File: src/rtl/capture_sequencer_pkg.sv
// Shared types and constants for the packet-capture run controller.
// Holds the FSM state encoding, stop-reason codes and counter widths.
package capture_pkg;

  typedef enum logic [1:0] {
    IDLE  = 2'd0,
    RUN   = 2'd1,
    DRAIN = 2'd2,
    DONE  = 2'd3
  } state_e;

  localparam logic [1:0] REASON_NONE = 2'd0;
  localparam logic [1:0] REASON_PKT  = 2'd1;
  localparam logic [1:0] REASON_CYC  = 2'd2;
  localparam logic [1:0] REASON_HOST = 2'd3;

  localparam int PKT_CNT_W  = 32;
  localparam int BYTE_CNT_W = 64;
  localparam int CYC_CNT_W  = 32;

endpackage

File: src/rtl/capture_sequencer_if.sv
// Observation tap on the packet gate's AXI-Stream output.
// master drives the stream, slave only watches it.
interface capture_mon_if #(
  parameter int DW = 512
);
  logic [DW/8-1:0] MON_TKEEP;
  logic            MON_TLAST;
  logic            MON_TVALID;
  logic            MON_TREADY;

  modport master (
    output MON_TKEEP, MON_TLAST, MON_TVALID, MON_TREADY
  );

  modport slave (
    input MON_TKEEP, MON_TLAST, MON_TVALID, MON_TREADY
  );
endinterface

File: src/rtl/capture_sequencer_keep_popcount.sv
// Combinational population count of a TKEEP vector (bytes valid in a beat).
// Zero latency; no handshake.
module keep_popcount #(
  parameter int W = 64
) (
  input  logic [W-1:0]             keep_i,
  output logic [$clog2(W+1)-1:0]   count_o
);

  localparam int CW = $clog2(W + 1);

  always_comb begin
    count_o = '0;
    for (int i = 0; i < W; i++) begin
      count_o = count_o + CW'(keep_i[i]);
    end
  end

endmodule

File: src/rtl/capture_sequencer.sv
// Capture run controller: gates the packet path and counts packets/bytes until a limit or host stop.
// enable follows start/terminate by one edge; counts land on the beat's own edge; never backpressures.
module capture_sequencer
  import capture_pkg::*;
#(
  parameter int DW           = 512,
  parameter int DRAIN_CYCLES = 16
) (
  input  logic                  clk,
  input  logic                  sys_reset,
  input  logic                  start,
  input  logic                  stop,
  input  logic [PKT_CNT_W-1:0]  packet_limit,
  input  logic [CYC_CNT_W-1:0]  cycle_limit,
  output logic                  enable,
  output logic                  busy,
  output logic                  done,
  output logic [1:0]            stop_reason,
  output logic [PKT_CNT_W-1:0]  packet_count,
  output logic [BYTE_CNT_W-1:0] byte_count,
  capture_mon_if.slave          mon
);

  localparam int KW  = DW / 8;
  localparam int PCW = $clog2(KW + 1);
  localparam int DCW = $clog2(DRAIN_CYCLES + 1);

  if (DRAIN_CYCLES < 8) begin : g_drain_chk
    $error("DRAIN_CYCLES must cover the gate enable synchronizer (>= 8)");
  end

  state_e                state_q, state_d;
  logic [PKT_CNT_W-1:0]  pkt_q, pkt_d;
  logic [BYTE_CNT_W-1:0] byte_q, byte_d;
  logic [CYC_CNT_W-1:0]  cyc_q, cyc_d;
  logic [PKT_CNT_W-1:0]  pkt_lim_q, pkt_lim_d;
  logic [CYC_CNT_W-1:0]  cyc_lim_q, cyc_lim_d;
  logic [DCW-1:0]        drain_q, drain_d;
  logic [1:0]            reason_q, reason_d;
  logic                  in_pkt_q, in_pkt_d;

  logic [PCW-1:0]        beat_bytes;
  logic                  beat;
  logic                  pkt_hit;
  logic                  cyc_hit;

  keep_popcount #(.W(KW)) u_popcount (
    .keep_i  (mon.MON_TKEEP),
    .count_o (beat_bytes)
  );

  always_comb begin
    state_d   = state_q;
    pkt_d     = pkt_q;
    byte_d    = byte_q;
    cyc_d     = cyc_q;
    pkt_lim_d = pkt_lim_q;
    cyc_lim_d = cyc_lim_q;
    drain_d   = drain_q;
    reason_d  = reason_q;
    in_pkt_d  = in_pkt_q;

    beat = (state_q == RUN || state_q == DRAIN) && mon.MON_TVALID && mon.MON_TREADY;

    if (beat) begin
      byte_d   = byte_q + BYTE_CNT_W'(beat_bytes);
      in_pkt_d = !mon.MON_TLAST;
      if (mon.MON_TLAST && (pkt_q != '1)) begin
        pkt_d = pkt_q + PKT_CNT_W'(1);
      end
    end

    pkt_hit = beat && mon.MON_TLAST && (pkt_lim_q != '0) && (pkt_d == pkt_lim_q);
    // cyc_q counts RUN cycles already completed, so the last one sees cyc_q == limit-1
    cyc_hit = (cyc_lim_q != '0) && ((cyc_q + CYC_CNT_W'(1)) == cyc_lim_q);

    case (state_q)
      IDLE, DONE: begin
        if (start) begin
          state_d   = RUN;
          pkt_d     = '0;
          byte_d    = '0;
          cyc_d     = '0;
          reason_d  = REASON_NONE;
          in_pkt_d  = 1'b0;
          pkt_lim_d = packet_limit;
          cyc_lim_d = cycle_limit;
        end
      end
      RUN: begin
        cyc_d = cyc_q + CYC_CNT_W'(1);
        if (pkt_hit || cyc_hit || stop) begin
          state_d = DRAIN;
          drain_d = DCW'(DRAIN_CYCLES);
          if (pkt_hit)      reason_d = REASON_PKT;
          else if (cyc_hit) reason_d = REASON_CYC;
          else              reason_d = REASON_HOST;
        end
      end
      DRAIN: begin
        if (drain_q != '0) begin
          drain_d = drain_q - DCW'(1);
        end
        // Wait out the synchronizer window and any packet still being admitted
        if ((drain_q == '0) && !in_pkt_d) begin
          state_d = DONE;
        end
      end
      default: state_d = IDLE;
    endcase
  end

  always_ff @(posedge clk or posedge sys_reset) begin
    if (sys_reset) begin
      state_q   <= IDLE;
      pkt_q     <= '0;
      byte_q    <= '0;
      cyc_q     <= '0;
      pkt_lim_q <= '0;
      cyc_lim_q <= '0;
      drain_q   <= '0;
      reason_q  <= REASON_NONE;
      in_pkt_q  <= 1'b0;
    end else begin
      state_q   <= state_d;
      pkt_q     <= pkt_d;
      byte_q    <= byte_d;
      cyc_q     <= cyc_d;
      pkt_lim_q <= pkt_lim_d;
      cyc_lim_q <= cyc_lim_d;
      drain_q   <= drain_d;
      reason_q  <= reason_d;
      in_pkt_q  <= in_pkt_d;
    end
  end

  assign enable       = (state_q == RUN);
  assign busy         = (state_q == RUN) || (state_q == DRAIN);
  assign done         = (state_q == DONE);
  assign stop_reason  = reason_q;
  assign packet_count = pkt_q;
  assign byte_count   = byte_q;

endmodule

File: src/flat_wrapper.sv
// flat-port wrapper written by rule: the top's interface ports become plain ports
module capture_sequencer_flat import capture_pkg::*;
#(
  parameter int DW           = 512,
  parameter int DRAIN_CYCLES = 16
)
  (clk, sys_reset, start, stop, packet_limit, cycle_limit, enable, busy, done, stop_reason, packet_count, byte_count, mon_MON_TKEEP, mon_MON_TLAST, mon_MON_TVALID, mon_MON_TREADY);
  capture_mon_if #(.DW(DW)) mon_i ();
  input  logic clk;
  input  logic sys_reset;
  input  logic start;
  input  logic stop;
  input  logic [PKT_CNT_W-1:0] packet_limit;
  input  logic [CYC_CNT_W-1:0] cycle_limit;
  output logic enable;
  output logic busy;
  output logic done;
  output logic [1:0] stop_reason;
  output logic [PKT_CNT_W-1:0] packet_count;
  output logic [BYTE_CNT_W-1:0] byte_count;
  input wire logic [$bits(mon_i.MON_TKEEP)-1:0] mon_MON_TKEEP;
  input wire logic [$bits(mon_i.MON_TLAST)-1:0] mon_MON_TLAST;
  input wire logic [$bits(mon_i.MON_TVALID)-1:0] mon_MON_TVALID;
  input wire logic [$bits(mon_i.MON_TREADY)-1:0] mon_MON_TREADY;
  assign mon_i.MON_TKEEP = mon_MON_TKEEP;
  assign mon_i.MON_TLAST = mon_MON_TLAST;
  assign mon_i.MON_TVALID = mon_MON_TVALID;
  assign mon_i.MON_TREADY = mon_MON_TREADY;
  capture_sequencer #(.DW(DW), .DRAIN_CYCLES(DRAIN_CYCLES)) u_core (.clk(clk), .sys_reset(sys_reset), .start(start), .stop(stop), .packet_limit(packet_limit), .cycle_limit(cycle_limit), .enable(enable), .busy(busy), .done(done), .stop_reason(stop_reason), .packet_count(packet_count), .byte_count(byte_count), .mon(mon_i));
endmodule
File: config.mk
export PLATFORM = sky130hd
export DESIGN_NAME = capture_sequencer_flat
export DESIGN_NICKNAME = d
export VERILOG_FILES = /design/src/rtl/capture_sequencer_pkg.sv /design/src/rtl/capture_sequencer_if.sv /design/src/rtl/capture_sequencer_keep_popcount.sv /design/src/rtl/capture_sequencer.sv /design/src/flat_wrapper.sv
export SDC_FILE = /design/constraint.sdc
export NUM_CORES = 1
export LEC_CHECK = 0
export BUFFER_PORTS_ARGS = -buffer_cell sky130_fd_sc_hd__buf_2
export CORE_ASPECT_RATIO = 0.75
export CORE_UTILIZATION = 40
export CTS_CLUSTER_DIAMETER = 30
export CTS_CLUSTER_SIZE = 40
export DETAILED_ROUTE_END_ITERATION = 8
export GPL_TIMING_DRIVEN = 0
export PLACE_DENSITY = 0.63
export SETUP_SLACK_MARGIN = 0.3
export SYNTH_ARGS = -nofsm -noshare
export SYNTH_HDL_FRONTEND = slang
export SYNTH_SLANG_ARGS = --single-unit
File: constraint.sdc
create_clock -name clk -period 7 [get_ports clk]
set_input_delay 1.05 -clock clk [delete_from_list [all_inputs] [get_ports clk]]
set_output_delay 1.05 -clock clk [all_outputs]
set_load 0.03 [all_outputs]
==> metrics.md <==
| Metric | Value |
|---|---|
| Status | `finished with violations` |
| Failing checks | `design-rule violations, negative setup slack` |
| Initial antenna violation count | `1` |
| Setup crit start kind | `input pin` |
| Via count | `13.7k` |
| R2R cell count | `22` |
| Clk Latency, worst-skew pair | `0.56 ns` |
| CP Capture Type | `register` |
| DR DRC count | `6` |
| I/O pin total | `236` |
| LEAKAGE | `8.83 nW` |
| Worst-Margin Slew | `1.22 ns` |
| Clock tree buffer depth | `3` |
| Cell area after layout | `0.0188 mm^2` |
| Finished Layout Cells | `2,467` |
| Unique cell type count in the Yosys netlist | `87` |
| Crit Path Max Fanout | `6` |
| Yosys reg bits | `202` |
| CTS Hold Bufs | `0` |
| # rows | `59` |
| Iteration-0 DRC Markers | `990` |
| Hold EP | `u_core.stop_reason[1]` |
| Total Wirelength | `50.0 mm` |
| Detailed Place HPWL | `37.3 mm` |
| Clk pwr share | `0.236` |
| Met2 Track Usage GR | `0.373` |
| Root Buffer | `clkbuf_16` |
| Syn_area_per_cell | `8.74 um^2` |
| Fmax | `0.134 GHz` |
| Post-route ant nets | `0` |
| Sw frac | `0.428` |
| DP Area | `0.0162 mm^2` |
| Max-cap violations | `0` |
| Seq/Total Area, Yosys | `0.353` |
| P&R area growth vs syn | `31.2%` |
| Fraction of layout cells with a size suffix above 1 | `0.254` |
| Setup Viol. Count Final | `58` |
| TritonCTS Sinks | `202` |
| Internal power | `0.00606 W` |
| Core ar. | `0.0350 mm^2` |
| Syn Std Cell Area | `0.0143 mm^2` |
| Pwr dens | `564 mW/mm^2` |
| Slowest stage delay, CP | `0.54 ns` |
| Hold path depth | `1` |
| Worst-path clk slew | `0.04 ns` |
| Synth Warn # | `0` |
| Setup TNS | `-14.88 ns` |
| Grt met1 use | `0.419` |
| Combinational share of power | `0.600` |
| Switch Pwr | `0.00454 W` |
| Bufs and invs on worst path | `6` |
| Die height | `166 um` |
| Kind of cell adding the most delay to the critical path | `adder cells` |
| Gpl congestion | `0.962` |
| RSZ-0062 raised after global routing | `yes` |
| Worst setup margin | `-0.444 ns` |
| Worst reg2reg startpoint | `u_core.byte_count[0]` |
| Fin crit share | `1.06` |
| Hold slack | `0.520 ns` |
| Post-synthesis net count | `1,865` |
| IO Port Bufs | `235` |
| WS Path Type | `in -> reg` |
| Total track usage | `0.274` |
| Gr busiest metal | `met1` |
| RR Endpoint | `u_core.byte_count[52]` |
| Vias in the first global route | `13.2k` |
| Inst Count DP | `2,333` |
| Peak VDD IR | `0.961 mV` |
| R2R Setup Slk | `0.28 ns` |
| Hold wc startpoint | `u_core.stop_reason[1]` |
| Post-synth ARST share | `1.00` |
| Min-delay worst type | `reg -> reg` |
| Per-cell routed wire length | `20.3 um` |
| Fin. Hold Viols | `0` |
| Grt ovf | `0` |
| EDFF count, synth | `0` |
| Worst Path Arrival | `7.85 ns` |
| Main flop type after synthesis | `dfrtp_1` |
| Power, Total | `0.0106 W` |
| Met3 Usage GRT | `0.0810` |
| Flop pwr share | `0.164` |
| Die Wd | `221 um` |
| TritonCTS Buffers | `47` |
| Pins over their slew limit | `0` |
| CTS tree | `yes` |
| Most frequent CP cell | `fa_1` |
| Initial core utilization | `0.409` |
| First-pass GRT wire length | `77.5 mm` |
| DIE AREA | `0.0366 mm^2` |
| Largest net degree at the start of global routing | `116` |
| CTS H-Tree Depth | `2` |
| Max_slew headroom | `0.166` |
| DR vias/cell | `5.54` |
| Skew final | `0.0290 ns` |
| Final #Nets | `2,196` |
| DRT Pass-1 Iters | `7` |
| Mapped Cells | `1,639` |
| Slowest cell on the critical path | `fa_1` |
| Final min period | `7.44 ns` |
| Worst path required time | `7.40 ns` |
-- repair_timing --
action / 4_1_cts / 5_1_grt
setup endpoints to repair: 57 / 58
pin swaps: 40 / 20
cloned: 5 / 0
buffers inserted: 30 / 10
resized for setup: 54 / 38
-- power groups by stage --
| stage | logic, W | registers (W) | clock network (W) |
|---|---|---|---|
| finish | 0.00636 | 0.00174 | 0.00250 |
| global route | 0.00698 | 0.00176 | 0.00260 |
| CTS | 0.00539 | 0.00172 | 0.00254 |
| detailed placement | 0.00459 | 0.00174 | 0 |
| global placement | 0.00447 | 0.00174 | 0 |
| floorplan | 0.00347 | 0.00164 | 0 |
-- cells in the mapped netlist, drive strengths merged, types with 5 or more instances --
library cell    n  share of area
nand2         293          0.077
or3            21         0.0092
buf            25          0.012
nand3          50          0.021
a2111oi         6         0.0037
o31ai          18         0.0094
nor4           35          0.022
nand2b         10         0.0044
a21boi          5         0.0026
dfrtp         202           0.35
o41ai           5         0.0031
and3           37          0.016
xor2           46          0.028
a211oi         20          0.010
or4            12         0.0072
mux2i          14         0.0098
and4            8         0.0049
nor4b           6         0.0062
nand4          40          0.019
o211ai          7         0.0037
ha             35          0.031
nor3           27          0.010
a211o           5         0.0031
and2           10         0.0045
a21oi          66          0.023
fa             56          0.078
o2111ai        11         0.0067
o21ai          79          0.028
nor2          130          0.035
a31o            9         0.0055
a31oi          14         0.0072
o21a            5         0.0026
inv           129          0.034
clkbuf         58          0.017
xnor2          82          0.050
-- cells by family (layout without fill, tap and decap cells) --
kind of cell,count (synthesis),count (layout),synth area share
and+or+nand+nor,700,700,0.248
DFF,202,202,0.353
buffers and inverters,212,582,0.0632
other,0,1,0
muxes,16,16,0.0114
AOI/OAI and AO/OA,286,286,0.131
xor gates and xnor gates,132,132,0.0847
adders and majority gates,91,91,0.109
-- how the worst max path moves through the flow --
stage	cells after the start	start	endpoint	slack, ns
floorplan	24	mon_MON_TKEEP[17]	u_core.byte_count[52]	-0.58
global route	26	mon_MON_TKEEP[17]	u_core.byte_count[52]	-0.69
CTS	25	mon_MON_TKEEP[17]	u_core.byte_count[56]	-0.39
global placement	2	sys_reset	u_core.packet_count[3]	-2.29
finish	26	mon_MON_TKEEP[17]	u_core.byte_count[52]	-0.44
detailed placement	26	mon_MON_TKEEP[17]	u_core.byte_count[60]	-1.39
-- layer usage --
metal	routed length, um	share of wire	vias up
met1	23400	0.47	6708
met2	20800	0.42	520
met3	4710	0.094	76
met5	0	0	-
li1	-	-	6354
met4	1110	0.022	0
-- sequential cells by signal, summed over array words and instances (netlist names) --
name	count
u_core.in_pkt_q	1
u_core.drain_q	5
u_core.packet_count	32
u_core.cyc_q	32
u_core.pkt_lim_q	32
u_core.state_q	2
u_core.stop_reason	2
u_core.byte_count	64
u_core.cyc_lim_q	32
-- area by class of cell --
class                   instances  area (um^2)
diodes                          1         2.50
plain buffers                  83          500
clock buffers                  56         1300
clock inverters                32          510
fillers                      3294        16200
inverters                     129          494
multi-input cells            1225         8690
flip-flops and latches        202         5050
well taps                     457          572
repair buffers                282         1680
-- metrics by stage --
stage / worst slack, ns / util
final: -0.444 / 0.537
after global routing: -0.688 / 0.537
after CTS: -0.394 / 0.531
after detailed placement: -1.39 / 0.464
after global placement: -2.29 / 0.463
after floorplan: -0.577 / -
-- placed cells by master (no fill, tap or decap), types with 10 or more instances in the layout --
| master | n |
|---|---|
| ha_1 | 35 |
| buf_4 | 28 |
| nor3_1 | 23 |
| nand4_1 | 39 |
| dfrtp_1 | 202 |
| nor2_1 | 129 |
| nand2_1 | 291 |
| fa_1 | 51 |
| xnor2_1 | 81 |
| a31oi_1 | 13 |
| nor4_1 | 27 |
| a21oi_1 | 53 |
| o21ai_2 | 14 |
| nand2b_1 | 10 |
| o31ai_1 | 17 |
| or3_1 | 17 |
| clkbuf_8 | 13 |
| inv_1 | 124 |
| and3_1 | 36 |
| mux2i_1 | 14 |
| clkbuf_16 | 51 |
| nand3_1 | 44 |
| buf_6 | 26 |
| xor2_1 | 46 |
| bufinv_16 | 11 |
| clkbuf_1 | 52 |
| a21oi_2 | 12 |
| o21ai_0 | 57 |
| buf_2 | 240 |
Note: power is estimated with default switching activity, not from simulation.
